**src/rtl/project_pkg.sv**
```systemverilog
// Shared project types and constants for the register file and its write-back path.
package project_pkg;

  localparam int unsigned WORD_SIZE = 8;
  localparam int unsigned REG_SIZE  = 4;

  typedef logic [WORD_SIZE-1:0]         word;
  typedef logic [$clog2(REG_SIZE)-1:0]  e_reg;

  // Write-back requester slots
  localparam int unsigned REQ_ALU = 0;
  localparam int unsigned REQ_MEM = 1;

  localparam int unsigned PEND_MAX_DFLT = 3;
  typedef logic [$clog2(PEND_MAX_DFLT+1)-1:0] sb_cnt_t;

endpackage

```
**src/rtl/rr_arbiter.sv**
```systemverilog
// Round-robin arbiter: one-hot grant, search starts at the pointer and wraps modulo NREQ.
module rr_arbiter #(
  parameter int unsigned NREQ = 2
) (
  input  logic            clk,
  input  logic            rst,
  input  logic [NREQ-1:0] req,
  output logic [NREQ-1:0] gnt
);

  localparam int unsigned PtrW = (NREQ > 1) ? $clog2(NREQ) : 1;

  logic [PtrW-1:0] ptr_q, ptr_d;
  logic [NREQ-1:0] gnt_raw;
  logic            found;
  int unsigned     idx;
  logic [PtrW-1:0] idx_p;

  always_comb begin
    gnt_raw = '0;
    ptr_d   = ptr_q;
    found   = 1'b0;
    idx     = 0;
    idx_p   = '0;
    for (int unsigned k = 0; k < NREQ; k++) begin
      idx   = (32'(ptr_q) + k) % NREQ;
      idx_p = PtrW'(idx);
      if (!found && req[idx_p]) begin
        found          = 1'b1;
        gnt_raw[idx_p] = 1'b1;
        ptr_d          = PtrW'((idx + 1) % NREQ);
      end
    end
  end

  // A grant always coincides with a transfer, so the pointer moves on any grant
  assign gnt = rst ? gnt_raw : '0;

  always_ff @(posedge clk or negedge rst) begin
    if (!rst) begin
      ptr_q <= '0;
    end else if (|gnt_raw) begin
      ptr_q <= ptr_d;
    end
  end

endmodule

```
**src/rtl/reg_wb_arbiter.sv**
```systemverilog
// Write-back controller: arbitrates the register file write port and tracks pending writes
// per register so decode can stall on RAW hazards.
module reg_wb_arbiter
  import project_pkg::*;
#(
  parameter int unsigned NREQ     = 2,
  parameter int unsigned PEND_MAX = PEND_MAX_DFLT
) (
  input  logic                clk,
  input  logic                rst,
  input  logic [NREQ-1:0]     req_valid,
  output logic [NREQ-1:0]     req_ready,
  input  e_reg [NREQ-1:0]     req_addr,
  input  word  [NREQ-1:0]     req_data,
  input  logic                claim_en,
  input  e_reg                claim_addr,
  output logic                claim_ready,
  output logic                rf_wr_en,
  output e_reg                rf_wr_addr,
  output word                 rf_wr_data,
  output logic [REG_SIZE-1:0] busy,
  output logic                sb_err
);

  localparam int unsigned CntW = $clog2(PEND_MAX + 1);
  typedef logic [CntW-1:0] cnt_t;

  logic [NREQ-1:0] gnt;
  e_reg            sel_addr;
  word             sel_data;

  logic            rf_wr_en_q, rf_wr_en_d;
  e_reg            rf_wr_addr_q, rf_wr_addr_d;
  word             rf_wr_data_q, rf_wr_data_d;

  cnt_t            cnt_q [REG_SIZE];
  cnt_t            cnt_d [REG_SIZE];
  logic            sb_err_q, sb_err_d;
  logic [REG_SIZE-1:0] claim_hit, commit_hit;

  rr_arbiter #(
    .NREQ (NREQ)
  ) u_rr_arbiter (
    .clk (clk),
    .rst (rst),
    .req (req_valid),
    .gnt (gnt)
  );

  assign req_ready = gnt;

  always_comb begin
    sel_addr = '0;
    sel_data = '0;
    for (int unsigned i = 0; i < NREQ; i++) begin
      if (gnt[i]) begin
        sel_addr = req_addr[i];
        sel_data = req_data[i];
      end
    end
  end

  // Addr/data hold their last values when nothing is granted
  always_comb begin
    rf_wr_en_d   = |gnt;
    rf_wr_addr_d = rf_wr_addr_q;
    rf_wr_data_d = rf_wr_data_q;
    if (|gnt) begin
      rf_wr_addr_d = sel_addr;
      rf_wr_data_d = sel_data;
    end
  end

  assign claim_ready = (cnt_q[claim_addr] != cnt_t'(PEND_MAX));

  always_comb begin
    claim_hit  = '0;
    commit_hit = '0;
    for (int unsigned r = 0; r < REG_SIZE; r++) begin
      claim_hit[r]  = claim_en && claim_ready && (claim_addr == e_reg'(r));
      commit_hit[r] = rf_wr_en_q && (rf_wr_addr_q == e_reg'(r));
    end
  end

  // A claim and a commit on the same register cancel out
  always_comb begin
    sb_err_d = sb_err_q;
    for (int unsigned r = 0; r < REG_SIZE; r++) begin
      cnt_d[r] = cnt_q[r];
      if (claim_hit[r] && !commit_hit[r]) begin
        cnt_d[r] = cnt_q[r] + cnt_t'(1);
      end else if (commit_hit[r] && !claim_hit[r]) begin
        if (cnt_q[r] == '0) begin
          sb_err_d = 1'b1;
        end else begin
          cnt_d[r] = cnt_q[r] - cnt_t'(1);
        end
      end
    end
  end

  always_comb begin
    busy = '0;
    for (int unsigned r = 0; r < REG_SIZE; r++) begin
      busy[r] = (cnt_q[r] != '0);
    end
  end

  always_ff @(posedge clk or negedge rst) begin
    if (!rst) begin
      rf_wr_en_q   <= 1'b0;
      rf_wr_addr_q <= '0;
      rf_wr_data_q <= '0;
      sb_err_q     <= 1'b0;
      for (int unsigned r = 0; r < REG_SIZE; r++) begin
        cnt_q[r] <= '0;
      end
    end else begin
      rf_wr_en_q   <= rf_wr_en_d;
      rf_wr_addr_q <= rf_wr_addr_d;
      rf_wr_data_q <= rf_wr_data_d;
      sb_err_q     <= sb_err_d;
      for (int unsigned r = 0; r < REG_SIZE; r++) begin
        cnt_q[r] <= cnt_d[r];
      end
    end
  end

  assign rf_wr_en   = rf_wr_en_q;
  assign rf_wr_addr = rf_wr_addr_q;
  assign rf_wr_data = rf_wr_data_q;
  assign sb_err     = sb_err_q;

endmodule

```
**config.mk**
```make
export PLATFORM = sky130hd
export DESIGN_NAME = reg_wb_arbiter
export DESIGN_NICKNAME = d
export VERILOG_FILES = /design/src/rtl/project_pkg.sv /design/src/rtl/rr_arbiter.sv /design/src/rtl/reg_wb_arbiter.sv
export SDC_FILE = /design/constraint.sdc
export NUM_CORES = 1
export LEC_CHECK = 0
export ABC_AREA = 1
export CORE_ASPECT_RATIO = 0.6
export CORE_MARGIN = 2
export CORE_UTILIZATION = 45
export CTS_CLUSTER_DIAMETER = 120
export DETAILED_ROUTE_END_ITERATION = 8
export GPL_ROUTABILITY_DRIVEN = 1
export GPL_TIMING_DRIVEN = 0
export PLACE_DENSITY = 0.79
export REMOVE_ABC_BUFFERS = 1
export SYNTH_ARGS = -nofsm -noshare
export SYNTH_HDL_FRONTEND = slang
export SYNTH_SLANG_ARGS = --single-unit
```
**constraint.sdc**
```tcl
create_clock -name clk -period 2.1 [get_ports clk]
set_clock_uncertainty 0.1 [all_clocks]
set_input_delay 0.42 -clock clk [delete_from_list [all_inputs] [get_ports clk]]
set_output_delay 0.42 -clock clk [all_outputs]
set_load 0.01 [all_outputs]
```
==> results_dict.tcl, run 1 <==
set metrics [dict create \
    cts_tree "done" \
    path_clk_slew_ns 0.07 \
    power.total_w 0.00104 \
    avgSynthCellArea_sq_um 7.60 \
    via_count 1262 \
    drcViolationCount 0 \
    path_cells "nor2_1 > inv_1 > clkdlybuf4s50_1" \
    yosys_warnings 0 \
    htreeDepth 1 \
    leakage_nw 0.940 \
    slew_violations 0 \
    syn_inst 177 \
    die_width_um 74.6 \
    critPathCaptureType "primary output" \
    path_max_fanout 4 \
    slowest_stage "clkdlybuf4s50_1" \
    fin_crit_sh_pct 94.1 \
    critPathLaunchType "flip-flop" \
    synth-seq-cells 21 \
    grt_pass1_wl_um 5020 \
    cp.required_ns 1.58 \
    antenna_found_initial 0 \
    die_area_sq_um 3460 \
    cp_top_family "buffers and inverters" \
    core_area_sq_um 2850 \
    drt_iter0_drc 66 \
    synthToLayoutAreaGrowth_pct 42.4 \
    track_usage_pct 19.7 \
    regToRegSetupSlack_ns 0.32 \
    die_h_um 46.4 \
    power_frac_seq_pct 45.0 \
    worst-path-buf-inv 2 \
    detail_route.wl_per_cell_um 11.7 \
    ir_drop_mv 0.444 \
    fp-row-count 15 \
    routed_wl_um 3150 \
    cts.sinks 21 \
    hp-class "in2reg" \
    drt-pass1-iter-count 4 \
    p_sw_share_pct 29.2 \
    status "finished, final reports clean" \
    worst_pin_slew_ns 0.955 \
    cts_made_buffers 3 \
    layout_commonest_cell "nand2_1" \
    p_per_area_nw_per_um2 542 \
    fin_nets 264 \
    design_area_sq_um 1920 \
    pwr-share-clk_pct 25.1 \
    power.switching_w 0.000303 \
    critPathMaxStageDelay_ns 0.48 \
    drtAntennaViolNets 0 \
    max_freq_mhz 506 \
    drive_above_1_share_pct 11.4 \
    grt_max_degree 22 \
    arrival_ns 1.46 \
    crit_type "reg2out" \
    place.gp.congestion 0.820 \
    fin_crit_ns 1.98 \
    dp_cells 261 \
    dp_slack_ns -1.59 \
    portBuffers 45 \
    cts_buffer_depth 2 \
    synth_cell_types 20 \
    cts_root_buf "clkbuf_8" \
    setup_viol 0 \
    max_cap_viol_count 0 \
    stdcell_count 270 \
    fin_ws_ns 0.123 \
    rsz0062_at_grt "no" \
    start_util_pct 47.1 \
    ys_seq_area_share_pct 39.1 \
    netlist_area_sq_um 1350 \
    final_cell_mix "nand2_1 (56), clkdlybuf4s50_1 (38), nand3_1 (24), inv_1 (21), dfrtp_1 (21)" \
    clk_latency_ns 0.26 \
    maxSlewHeadroom_pct 36.2 \
    diodes 0 \
    place_area_sq_um 1810 \
    comb_power_share_pct 29.8 \
    intPower_w 0.000734 \
    dp_hpwl_um 2440 \
    finalHoldViolations 0 \
    timing.hold.ws_ns 0.364 \
    grt_pass1_vias 1062 \
    io-pin-count 46 \
    grt-ovfl-total 0 \
    via_per_inst 4.67 \
]
-- area by class of cell --
type / instances / area [sq um]
timing repair buffer: 50 / 478
clock inverter: 1 / 5.00
multi-input combinational: 131 / 728
clock buffer: 3 / 41.3
inverter: 22 / 85.1
sequential: 21 / 526
fill: 252 / 937
tap: 42 / 52.6
-- logic make-up (layout without fill, tap and decap cells) --
| family | after synthesis | in the layout | share of synthesized area (%) |
|---|---|---|---|
| AND/OR/NAND/NOR | 106 | 106 | 35.2 |
| flip-flops | 21 | 21 | 39.1 |
| buffers and inverters | 25 | 76 | 8.84 |
| adder cells (fa/ha/maj) | 8 | 8 | 7.44 |
| XOR/XNOR | 4 | 4 | 2.60 |
| AO/OA/AOI/OAI | 13 | 13 | 6.88 |
-- metrics by stage --
step | util [%] | setup TNS [ns]
after global routing | 67.1 | 0
after detailed placement | 63.6 | -14.72
after global placement | 63.6 | -14.64
after floorplan | - | 0
final | 67.1 | 0
after CTS | 67.3 | 0
-- flip-flops by register name, indices dropped and copies added (netlist names) --
| signal | flops |
|---|---|
| rf_wr_data | 8 |
| cnt_q | 8 |
| rf_wr_addr | 2 |
| rf_wr_en | 1 |
| sb_err | 1 |
| u_rr_arbiter.ptr_q | 1 |
-- per-layer routing --
layer | global-route usage, % | routed length [um] | share of wire (%)
met5 | 0 | 0 | 0
met4 | 4.29 | 26 | 0.83
met3 | 4.60 | 109 | 3.5
met2 | 26.2 | 1330 | 42
met1 | 31.6 | 1680 | 53
-- path summary, 6_finish.rpt --
kind / from / endpoint / depth (start not counted)
min in group asynchronous: rst / cnt_q[1]$_DFFE_PN0P_ / 2
hold / removal: req_valid[1] / u_rr_arbiter.ptr_q$_DFFE_PN0P_ / 2
setup reg to reg: cnt_q[3]$_DFFE_PN0P_ / sb_err$_DFF_PN0_ / 12
setup / recovery: cnt_q[7]$_DFFE_PN0P_ / busy[0] / 3
hold reg to reg: sb_err$_DFF_PN0_ / sb_err$_DFF_PN0_ / 2
max in group asynchronous: rst / rf_wr_data[3]$_DFFE_PN0P_ / 2
-- worst reg2reg max path, delay by kind of cell (launching register included) --
kind	cells	cell delay [ns]
AND/OR/NAND/NOR	10	0.91
buffers and inverters	1	0.07
adder cells (fa/ha/maj)	1	0.15
flip-flops	1	0.44
-- synth_stat cells, drive strengths merged --
cell type / instances / area, sq um
buf: 3 / 33.8
dfrtp: 21 / 526
o211ai: 2 / 20.0
nand2: 61 / 251
a21oi: 6 / 37.5
ha: 8 / 100
nor3: 4 / 20.0
nor2: 15 / 66.3
nand3: 24 / 120
o21ai: 1 / 5.00
inv: 22 / 85.1
o31ai: 4 / 30.0
nand3b: 2 / 15.0
xor2: 4 / 35.0
-- power by group through the flow --
stage / Sequential (W) / Clock [W] / Combinational (W)
6_report: 0.000467 / 0.000261 / 0.000309
2_1_floorplan: 0.000486 / 0 / 0.000121
3_5_place_dp: 0.000474 / 0 / 0.000299
5_1_grt: 0.000472 / 0.000294 / 0.000343
4_1_cts: 0.000467 / 0.000272 / 0.000313
3_3_place_gp: 0.000474 / 0 / 0.000296
-- what timing repair did --
action                                  in CTS  in global routing
endpoints found under the setup margin      23                  3
pin swaps                                    0                  0
setup buffers                                4                  0
gates resized for setup                     23                  4
hold buffers                                 1                  0
endpoints found under the hold margin       21                  0
Note: power is estimated with default switching activity, not from simulation.
==> inputs of run 2 (changes only) <==
--- a/config.mk
+++ b/config.mk
@@ -7,14 +7,14 @@
 export LEC_CHECK = 0
 export ABC_AREA = 1
 export CORE_ASPECT_RATIO = 0.6
-export CORE_MARGIN = 2
 export CORE_UTILIZATION = 45
 export CTS_CLUSTER_DIAMETER = 120
 export DETAILED_ROUTE_END_ITERATION = 8
 export GPL_ROUTABILITY_DRIVEN = 1
 export GPL_TIMING_DRIVEN = 0
-export PLACE_DENSITY = 0.79
+export PLACE_DENSITY = 0.8
 export REMOVE_ABC_BUFFERS = 1
 export SYNTH_ARGS = -nofsm -noshare
 export SYNTH_HDL_FRONTEND = slang
+export SYNTH_HIERARCHICAL = 1
 export SYNTH_SLANG_ARGS = --single-unit
==> constraint.sdc (replaced) <==
create_clock -name clk -period 2.1 [get_ports clk]
set_clock_uncertainty 0.1 [all_clocks]
set_input_delay 0.42 -clock clk [delete_from_list [all_inputs] [get_ports clk]]
set_output_delay 0.42 -clock clk [all_outputs]
set_load 0.05 [all_outputs]
==> run 2 against run 1 <==
Compared with the run above: setup slack lost 0.033 ns; routed wire length grew 10%; utilization increased by 4.0 points; sequential cell count unchanged; synthesized area fell by 0.65%; critical path depth increased by 1; highest routed layer unchanged.
==> results_dict.tcl, run 2 <==
set metrics [dict create \
    rr_worst_depth 10 \
    fin_crit_ns 2.01 \
    globalRouteMet3Util_pct 6.15 \
    diodes 0 \
    syn_inst 182 \
    detail_route.wl_per_cell_um 12.8 \
    maxSlewHeadroom_pct 35.2 \
    rsz0062_at_grt "no" \
    regToRegSetupSlack_ns 0.22 \
    fillers 213 \
    synth_top_area_share_pct 39.3 \
    yosys_warnings 6 \
    dp_cells 265 \
    avgSynthCellArea_sq_um 7.34 \
    die_width_um 72.4 \
    drive_above_1_share_pct 13.4 \
    netlist_area_sq_um 1340 \
    max_freq_mhz 498 \
    htreeDepth 1 \
    met1_usage_pct 30.4 \
    fin_crit_sh_pct 95.7 \
    grt_pass1_vias 1221 \
    cts_root_buf "clkbuf_8" \
    start_util_pct 50.2 \
    worst_pin_slew_ns 0.968 \
    fin_util_pct 71.1 \
    synth_most_common_cell "nand2_1" \
    synth_cell_types 22 \
    synth_edf_count 0 \
    path_max_fanout 3 \
    io-pin-count 46 \
    fin_nets 267 \
    synth_common_cells "nand2_1 (53), inv_1 (27), dfrtp_1 (21)" \
    hp-class "reg2reg" \
    cts_buffer_depth 2 \
    drcViolationCount 0 \
    power.total_w 0.00178 \
    die_area_sq_um 3200 \
    path_clk_slew_ns 0.07 \
    timing.rr.start "cnt_q[3]$_DFFE_PN0P_" \
    arrival_ns 1.49 \
    core_area_sq_um 2660 \
    p_per_area_nw_per_um2 941 \
    dp_hpwl_um 2670 \
    stdcell_count 271 \
    use_met2_pct 38.9 \
    timing.critical_path.from "req_valid[0]" \
    multi_input_area_sq_um 691 \
    cts_tree "done" \
    crit_type "in2out" \
    drt_iter0_drc 34 \
    yosys_most_used_dff "dfrtp_1" \
    fp-row-count 14 \
    setup_viol 0 \
    cts.sinks 21 \
    ir_drop_mv 0.578 \
    max_cap_viol_count 0 \
    register_area_sq_um 526 \
    critPathLaunchType "input port" \
    synth-seq-cells 21 \
    layout_commonest_cell "nand2_1" \
    final_cell_mix "nand2_1 (53), clkdlybuf4s50_1 (35), inv_1 (27), dfrtp_1 (21), nand3_1 (17)" \
    track_usage_pct 23.2 \
    leakage_nw 0.911 \
    grt-ovfl-total 0 \
    via_per_inst 4.92 \
    crit_path_end "req_ready[0]" \
    die_h_um 44.2 \
    yosysTopAreaCell "dfrtp_1" \
    ys_seq_area_share_pct 39.3 \
    synth_area_leaders "dfrtp_1 (39%), nand2_1 (15%), inv_1 (7.6%), ha_1 (7.5%), nand3_1 (6.4%)" \
    critPathCaptureType "primary output" \
    grt_max_degree 22 \
    antenna_found_initial 0 \
    clk_latency_ns 0.26 \
    place.gp.congestion 0.850 \
    cts_made_buffers 3 \
    drt-pass1-iter-count 4 \
    grt_pass1_wl_um 5470 \
    postSynth.asyncResetShare_pct 100 \
    status "finished, final reports clean" \
    drtAntennaViolNets 0 \
    r2r-end "cnt_q[7]$_DFFE_PN0P_" \
    via_count 1334 \
    slew_violations 0 \
    synthToLayoutAreaGrowth_pct 41.7 \
    routed_wl_um 3480 \
    finalHoldViolations 0 \
    portBuffers 45 \
    cp.required_ns 1.58 \
    grt-busiest-layer "met2" \
]
## run 2: layout make-up
type | count | share of cell area (%)
Tap cell | 40 | 2.64
Clock buffer | 4 | 2.38
Timing Repair Buffer | 47 | 23.9
Inverter | 34 | 6.87
Sequential cell | 21 | 27.8
Multi-Input combinational cell | 125 | 36.5
## run 2: through the flow
step           hold WS, ns  TNS [ns]  setup slack (ns)  area [sq um]
2_1_floorplan       0.0244     -2.72            -0.264          1320
3_3_place_gp         0.379    -18.48             -1.87          1820
3_5_place_dp         0.384    -20.31             -1.95          1820
4_1_cts              0.398         0            0.0118          1890
5_1_grt              0.416         0            0.0204          1890
6_report             0.398         0            0.0905          1890
## run 2: report_power, final
group          leakage [nW]  internal [W]  switching (W)
clock                0.0228      0.000135       0.000129
sequential            0.259      0.000508      0.0000902
combinational         0.629      0.000290       0.000629
total                 0.911      0.000933       0.000848
## run 2: worst min-delay path by stage
stage	slack [ns]	end	startpoint	cells past startpoint
finish	0.40	cnt_q[7]$_DFFE_PN0P_	cnt_q[7]$_DFFE_PN0P_	1
global route	0.42	rf_wr_data[5]$_DFFE_PN0P_	rf_wr_data[5]$_DFFE_PN0P_	2
CTS	0.40	cnt_q[7]$_DFFE_PN0P_	cnt_q[7]$_DFFE_PN0P_	1
detailed placement	0.38	cnt_q[7]$_DFFE_PN0P_	cnt_q[7]$_DFFE_PN0P_	1
global placement	0.38	rf_wr_data[6]$_DFFE_PN0P_	rf_wr_data[6]$_DFFE_PN0P_	2
floorplan	0.02	cnt_q[0]$_DFFE_PN0P_	rst	0
## run 2: routing by layer
layer | wire length [um] | vias to the layer above
met5 | 0 | -
met4 | 44 | 0
met3 | 234 | 6
met2 | 1670 | 44
met1 | 1530 | 616
li1 | - | 668
## run 2: cell families (layout without fill, tap and decap cells)
family                     Yosys count  in the layout  share of synthesized area, %
buffers and inverters               36             85                          10.9
xor gates and xnor gates             3              3                          1.97
AOI/OAI and AO/OA                   17             17                          6.93
and+or+nand+nor                     97             97                          33.4
adders and majority gates            8              8                          7.49
DFF                                 21             21                          39.3
## run 2: repair_timing
action                     in CTS  in global routing
hold endpoints to repair       21                  0
hold buffers                    1                  0
setup endpoints to repair      26                  8
gates resized for setup        31                  6
setup buffers                   1                  0
## run 2: worst max-delay path, cell delays in order
cell and delay, ns:
clkdlybuf4s50_1 0.57, nand2_1 0.09, a21oi_2 0.21, buf_6 0.20
